==> src/rtl/pll_lock_supervisor.sv <==
// -----------------------------------------------------------------------------
// pll_lock_supervisor
//
// Sequences the board PLL through reset, waits for lock and qualifies it.
// Only after lock has been continuously stable does it release the
// design-wide system reset. If lock does not arrive in time, or if lock is
// lost while running, the PLL is reset again and the attempt is counted.
// Everything runs on the reference clock, because the PLL outputs cannot be
// trusted while the PLL is unlocked.
//
// Parameters:
//   PLL_RST_CYCLES  cycles pll_rst is held high per attempt (>=1)
//   LOCK_TIMEOUT    cycles to wait for lock after pll_rst is released (>=1)
//   STABLE_CYCLES   cycles locked_s must stay high before release (>=1)
//   CNT_W           shared counter width; holds max(parameters)-1
//
// Ports:
//   refclk        in   reference clock (50 MHz)
//   rst_n         in   asynchronous active-low reset
//   pll_locked    in   PLL locked, asynchronous to refclk
//   sw_reset_req  in   level request to restart the PLL (highest priority)
//   pll_rst       out  PLL reset, active-high
//   sys_rst_n     out  downstream system reset, active-low
//   lock_ok       out  high while running with a qualified lock
//   lock_lost     out  one-cycle pulse when lock drops while running
//   retry_count   out  saturating count of PLL re-reset attempts
// -----------------------------------------------------------------------------
module pll_lock_supervisor #(
  parameter int unsigned PLL_RST_CYCLES = 16,
  parameter int unsigned LOCK_TIMEOUT   = 50000,
  parameter int unsigned STABLE_CYCLES  = 1024,
  parameter int unsigned CNT_W          = 20
) (
  input  logic       refclk,
  input  logic       rst_n,
  input  logic       pll_locked,
  input  logic       sw_reset_req,
  output logic       pll_rst,
  output logic       sys_rst_n,
  output logic       lock_ok,
  output logic       lock_lost,
  output logic [7:0] retry_count
);

  typedef enum logic [1:0] {
    PLL_RESET = 2'd0,
    WAIT_LOCK = 2'd1,
    QUALIFY   = 2'd2,
    RUN       = 2'd3
  } state_t;

  // Terminal counts: the counter starts at 0 on state entry, so a state that
  // must last N cycles leaves when the counter shows N-1.
  localparam logic [CNT_W-1:0] RST_LAST     = CNT_W'(PLL_RST_CYCLES - 1);
  localparam logic [CNT_W-1:0] TIMEOUT_LAST = CNT_W'(LOCK_TIMEOUT - 1);
  localparam logic [CNT_W-1:0] STABLE_LAST  = CNT_W'(STABLE_CYCLES - 1);

  state_t           state;
  state_t           state_nxt;
  logic [CNT_W-1:0] cnt;
  logic             sync_meta;
  logic             locked_s;
  logic             retry_inc;
  logic             lost_nxt;

  // Two-flop synchronizer for the asynchronous lock indication. The first
  // flop may go metastable; only locked_s is used by the state machine.
  // NOTE: sequential state is always written with non-blocking assignments so
  // every flop samples the pre-edge value of the others, exactly as hardware.
  always_ff @(posedge refclk or negedge rst_n) begin
    if (!rst_n) begin
      sync_meta <= 1'b0;
      locked_s  <= 1'b0;
    end else begin
      sync_meta <= pll_locked;
      locked_s  <= sync_meta;
    end
  end

  // Next-state decode. A software restart overrides everything and is never
  // counted as a retry.
  // NOTE: every signal driven here gets a default first, so no path through
  // the block leaves a value unassigned and no latch is inferred.
  always_comb begin
    state_nxt = state;
    retry_inc = 1'b0;
    lost_nxt  = 1'b0;
    if (sw_reset_req) begin
      state_nxt = PLL_RESET;
    end else begin
      case (state)
        PLL_RESET: begin
          if (cnt == RST_LAST) state_nxt = WAIT_LOCK;
        end
        WAIT_LOCK: begin
          if (locked_s) begin
            state_nxt = QUALIFY;
          end else if (cnt == TIMEOUT_LAST) begin
            state_nxt = PLL_RESET;
            retry_inc = 1'b1;
          end
        end
        QUALIFY: begin
          // Any drop restarts the wait; the timeout begins again from 0.
          if (!locked_s) begin
            state_nxt = WAIT_LOCK;
          end else if (cnt == STABLE_LAST) begin
            state_nxt = RUN;
          end
        end
        RUN: begin
          if (!locked_s) begin
            state_nxt = PLL_RESET;
            retry_inc = 1'b1;
            lost_nxt  = 1'b1;
          end
        end
        default: state_nxt = PLL_RESET;
      endcase
    end
  end

  // State, shared counter and registered outputs. The level outputs are
  // decoded from the next state so they switch on the same edge as the state.
  always_ff @(posedge refclk or negedge rst_n) begin
    if (!rst_n) begin
      state       <= PLL_RESET;
      cnt         <= '0;
      pll_rst     <= 1'b1;
      sys_rst_n   <= 1'b0;
      lock_ok     <= 1'b0;
      lock_lost   <= 1'b0;
      retry_count <= 8'd0;
    end else begin
      state <= state_nxt;

      // Held at 0 while a restart is requested and on every state change.
      // RUN has no terminal count, so the counter is simply parked there.
      if (sw_reset_req || (state_nxt != state)) begin
        cnt <= '0;
      end else if (state != RUN) begin
        cnt <= cnt + 1'b1;
      end

      pll_rst   <= (state_nxt == PLL_RESET);
      sys_rst_n <= (state_nxt == RUN);
      lock_ok   <= (state_nxt == RUN);
      lock_lost <= lost_nxt;

      if (retry_inc && (retry_count != 8'hFF)) begin
        retry_count <= retry_count + 1'b1;
      end
    end
  end

endmodule

==> config.mk <==
export PLATFORM = sky130hd
export DESIGN_NAME = pll_lock_supervisor
export DESIGN_NICKNAME = d
export VERILOG_FILES = /design/src/rtl/pll_lock_supervisor.sv
export SDC_FILE = /design/constraint.sdc
export NUM_CORES = 1
export LEC_CHECK = 0
export CAP_MARGIN = 5
export CORE_ASPECT_RATIO = 0.7
export CORE_MARGIN = 5
export CORE_UTILIZATION = 51
export DETAILED_ROUTE_END_ITERATION = 7
export GPL_TIMING_DRIVEN = 0
export PLACE_DENSITY = 0.74
export REMOVE_ABC_BUFFERS = 1
export SLEW_MARGIN = 25
export SYNTH_ARGS = -nofsm -noshare
export SYNTH_HDL_FRONTEND = slang
export SYNTH_SLANG_ARGS = --single-unit
==> constraint.sdc <==
create_clock -name refclk -period 2 [get_ports refclk]
set_input_delay 0.5 -clock refclk [delete_from_list [all_inputs] [get_ports refclk]]
set_output_delay 0.5 -clock refclk [all_outputs]
set_load 0.02 [all_outputs]
Word level (Yosys, flattened, before mapping) --
Index checks and enable logic that the tools add are counted.
Word-level totals: register bits 35, input bits 4, logic and storage cells 42
Cells by class: add/sub/neg operators 2, eq/ne operators 10, muxes and demuxes 17, reductions and logical operators 5
Operators by type and width (number):
- $mux 20 | 2
- $add 20x1->20 const B | 1
- $eq 20x10->1 const B | 1
- $eq 20x16->1 const B | 1
- $eq 20x4->1 const B | 1
- $mux 2 | 7
- $add 8x1->8 const B | 1
- $ne 8x8->1 const B | 1
- $pmux 2 s4 | 1
- $eq 2x2->1 const B | 3
- $mux 1 | 6
- $logic_not 2->1 | 2
- $eq 2x1->1 const B | 1
- $ne 2x2->1 | 1
- $ne 2x2->1 const B | 1
- $pmux 1 s2 | 1
- $reduce_bool 2->1 | 1
- $logic_and 1x1->1 | 1
- $logic_or 1x1->1 | 1

Logic depth before layout (Yosys ltp) --
Gate-level depths: netlist (run 1).
word-level depth 8, gate-level depth with buffers 7, depth with buffers taken out 6

Worst setup path before layout (run 1) --
No wires, ideal clock.
kind reg2reg, start point register cnt[16], end point register cnt[13], library setup time 122 ps, arrival time 1983 ps, required time 1878 ps, slack -104 ps, stages on the path, launching flop included 7, clock period less this slack 2104 ps, path through dfrtp_1 > or4_4 > nor4_4 > nand3_1 > a311oi_1 > buf_4 > nor3b_1
Between the ends: word-level cells in the longest chain between the ends 8, elaborated cells on any way between the ends 14
Ends and longest elaborated chain:
- from (decl) | line 60 | logic [CNT_W-1:0] cnt;
- from (signal assigned) | line 142 | cnt <= cnt + 1'b1;
- $eq 20x10->1 / $eq 20x16->1 (equally long branches) | line 107, 98
- $mux 2 (on tied branches) | line 107, 98
- $mux 2 (on tied branches) | line 105, 96
- $pmux 2 s4 * | line 91 | case (state)
- $mux 2 * | line 88 | if (sw_reset_req) begin
- $ne 2x2->1 * | line 139 | if (sw_reset_req || (state_nxt != state)) begin
- $logic_or 1x1->1 * | line 139
- $mux 20 / $reduce_bool 2->1 (equally long branches)
Mark *: on every way between the ends. The rest lies on a longest branch, timed or not. A chain may end at the register's enable or synchronous reset.

Worst setup path after layout (run 1) --
start point register cnt[5], end point register retry_count[7]
Between the ends: word-level cells in the longest chain between the ends 6
Ends and longest elaborated chain:
- $eq 20x16->1 | line 98 | end else if (cnt == TIMEOUT_LAST) begin
- $mux 1 | line 98
- $mux 1 | line 96 | if (locked_s) begin
- $pmux 1 s2 | line 91
- $mux 1 | line 88
- $logic_and 1x1->1 | line 150 | if (retry_inc && (retry_count != 8'hFF)) begin
- to (signal assigned) | line 151 | retry_count <= retry_count + 1'b1;
- to (decl) | line 42 | output logic [7:0] retry_count
No other way between the ends.

==> results of run 1 <==
## through the flow
step / hold WS, ns / area (sq um) / TNS (ns) / worst slack, ns
after floorplan: 0.204 / 1820 / -19.93 / -1.00
after global placement: 0.347 / 2040 / -53.57 / -2.16
after detailed placement: 0.341 / 2090 / -19.79 / -0.952
after CTS: 0.155 / 2350 / -4.09 / -0.196
after global routing: 0.185 / 2520 / -5.76 / -0.306
final: 0.151 / 2520 / -4.16 / -0.213
## metal layers
layer / part of all wire, % / wire, um
met5: 0 / 0
met4: 3.0 / 144
met1: 42 / 2040
met2: 48 / 2310
met3: 6.9 / 331
## worst register-to-register path: cells and delay by family, from the launching register on
| family | cells | cell delay [ns] |
|---|---|---|
| compound gates | 1 | 0.09 |
| xor+xnor | 1 | 0.23 |
| buf+inv | 3 | 0.47 |
| flops | 1 | 0.39 |
| simple gates | 3 | 0.94 |
## state kept, by name (all words and copies together), names as in the netlist
name,cells
pll_rst,1
sync_meta,1
locked_s,1
lock_ok,1
retry_count,8
state,2
cnt,20
lock_lost,1
## cell type report
cell class | instances | area, sq um | share of cell area (%)
clock buffer | 8 | 100 | 3.97
tap | 50 | 62.6 | 2.48
sequential | 35 | 881 | 35.0
inverter | 2 | 7.51 | 0.298
timing repair buffer | 31 | 299 | 11.9
multi-input combinational | 145 | 1170 | 46.4
## worst max-delay path by stage
| stage | end | slack [ns] |
|---|---|---|
| 2_1_floorplan | cnt[11]$_DFFE_PN0P_ | -1.00 |
| 3_3_place_gp | cnt[17]$_DFFE_PN0P_ | -2.16 |
| 3_5_place_dp | cnt[14]$_DFFE_PN0P_ | -0.95 |
| 4_1_cts | cnt[17]$_DFFE_PN0P_ | -0.20 |
| 5_1_grt | retry_count[7]$_DFFE_PN0P_ | -0.31 |
| 6_report | retry_count[7]$_DFFE_PN0P_ | -0.21 |
## layout by cell type, fill, tap and decap left out, types with 9 or more instances in the layout
cell / synthesis / routed
nor2_1: 20 / 11
xor2_1: 9 / 9
nor3_1: 12 / 9
nand3_1: 13 / 12
xnor2_1: 16 / 16
clkdlybuf4s50_1: 0 / 13
buf_4: 3 / 10
nand2_1: 19 / 19
dfrtp_1: 34 / 31
## power by group
part	internal, mW	total (mW)	switching, mW
Clock	0.314	0.571	0.257
Combinational	0.0302	0.0695	0.0393
Sequential	0.716	0.725	0.00858
Total	1.06	1.37	0.305
## cells by family (layout without fill, tap and decap cells)
kind of cell / Yosys count / count (layout)
AO/OA/AOI/OAI: 13 / 13
XOR/XNOR: 25 / 25
adder cells (fa/ha/maj): 2 / 2
buffers and inverters: 12 / 41
flip-flops: 35 / 35
multiplexers: 2 / 2
AND/OR/NAND/NOR: 103 / 103
## what timing repair did
item | 4_1_cts | 5_1_grt
gates cloned | 1 | 0
hold buffers | 0 | 0
resized for setup | 24 | 28
setup endpoints to repair | 29 | 29
buffers inserted | 6 | 7
pin swaps | 17 | 14
==> flow_summary.toml, run 1 <==
[run_status]
outcome = "finished, violations left"
violations = "negative setup slack"

[die]
ios = 16
dieWidth_um = 82.4
initial_core_util_pct = 52.9
die_area_sq_mm = 0.00500
row_count = 18
core_area_sq_mm = 0.00354
die_h_um = 60.7

[worst_setup_path]
crit_start = "cnt[5]$_DFFE_PN0P_"
critical_path.slowest_cell = "or4b_4"
arrival_ns = 2.41
r2r_end = "retry_count[7]$_DFFE_PN0P_"
cp_max_fo = 6
critPathLaunchType = "flop"
rrSetupSlack_ns = -0.21
path_class = "flop to flop"
path_buf_inv = 3
r2r_cells = 8
required_ns = 2.20
worstPathCellList = "or4b_4 > nor4_4 > buf_6 > buf_4 > a21oi_4 > buf_4 > nor4_4 > xor2_1"
endpoint_kind = "flop"
max_stage_delay_ns = 0.55
crit_cells = 8
r2r_start = "cnt[5]$_DFFE_PN0P_"
critical_path.top_delay_family = "simple AND/OR/NAND/NOR gates"

[synth]
muxShareOfSynthArea_pct = 1.14
ys_ff_latch = 35
syn_area_sq_mm = 0.00187
synth_top_area_share_pct = 45.5
yosysWarnings = 0
synth_top_family_by_area = "simple AND/OR/NAND/NOR gates"
ys_types = 37
synth_compound_area_share_pct = 5.08
dominantRegCellSynth = "dfrtp_1"
synth_commonest_cells = "dfrtp_1, nor2_1, nand2_1"
synthAdderAreaFrac_pct = 1.34
synth_top_cell_by_area = "dfrtp_1"
async_flop_share_pct = 100
synth-seq-area-share_pct = 46.9
synth_edf_count = 0
synth-xor-area-share_pct = 11.7
synth_cells = 192
synth_top_cells_by_area = "dfrtp_1, xnor2_1, xor2_1, nor2_1, nor3b_1"
avgSynthCellArea_sq_um = 9.75
synth_most_common_cell = "dfrtp_1"
synth_simple_gate_area_share_pct = 30.9

[routing]
drt_iter0_markers = 160
viasPerCell = 5.90
wl_per_cell_um = 17.8
firstDrtPassIters = 4
finalWirelength_um = 4820
num_vias = 1599
drc = 0
final_antenna_net_count = 0

[global_routing]
met2_usage_pct = 29.9
grt_pass1_wl_um = 7220
antenna_found_initial = 0
grt_max_degree = 21
track_usage_pct = 19.7
busiest_layer = "met2"
grt_use_met1_pct = 26.9
grt_pass1_vias = 1468
grt_overflow = 0
grtUsageMet3_pct = 5.04

[finish]
fillCellCount = 248
area_growth_pct = 34.6
nets = 226
drive_gt1_share_pct = 29.0
final_core_utilization_pct = 71.2
antennaDiodeCount = 0
stdcell_count = 271

[sta]
worstMarginPinSlew_ns = 0.782
slew_viol_final = 0
skew_ns = 0.00237
finalHoldViolCount = 0
finalCriticalPeriod_ns = 2.21
setup_viol_count_final = 28
rsz0062_at_grt = "yes"
period_share_pct = 111
slew_headroom_pct = 47.9
setup_slack_ns = -0.213
fmax_mhz = 452

[job]
drv_cap = 0

[power_and_ir_drop]
power.total_mw = 1.37
irDropWorstVdd_mv = 0.581
powerDensity_mw_per_mm2 = 542
p_leak_nw = 1.07

[worst_hold_path]
min_path_type = "primary input to asynchronous set/reset pin"

[clocking]
cts.sinks = 35
cts_tree = "done"
htreeDepth = 2
insertion_delay_ns = 0.29
clk_path_buf_depth = 2
path_clk_slew_ns = 0.07
numCtsBuffers = 5
ctsRootBufferMaster = "clkbuf_8"

[placement]
io_buffers = 15
place_hpwl_um = 2950
dp_cells = 249
gp_congestion = 0.847
Note: power is estimated with default switching activity, not from simulation.
==> inputs of run 2 (changes only) <==
ABC_CLOCK_PERIOD_IN_PS = 2000   (was not set)
CTS_CLUSTER_SIZE = 12   (was not set)
==> results of run 2 <==
Same layout as run 1: the final DEF is identical, and so are final timing and power.
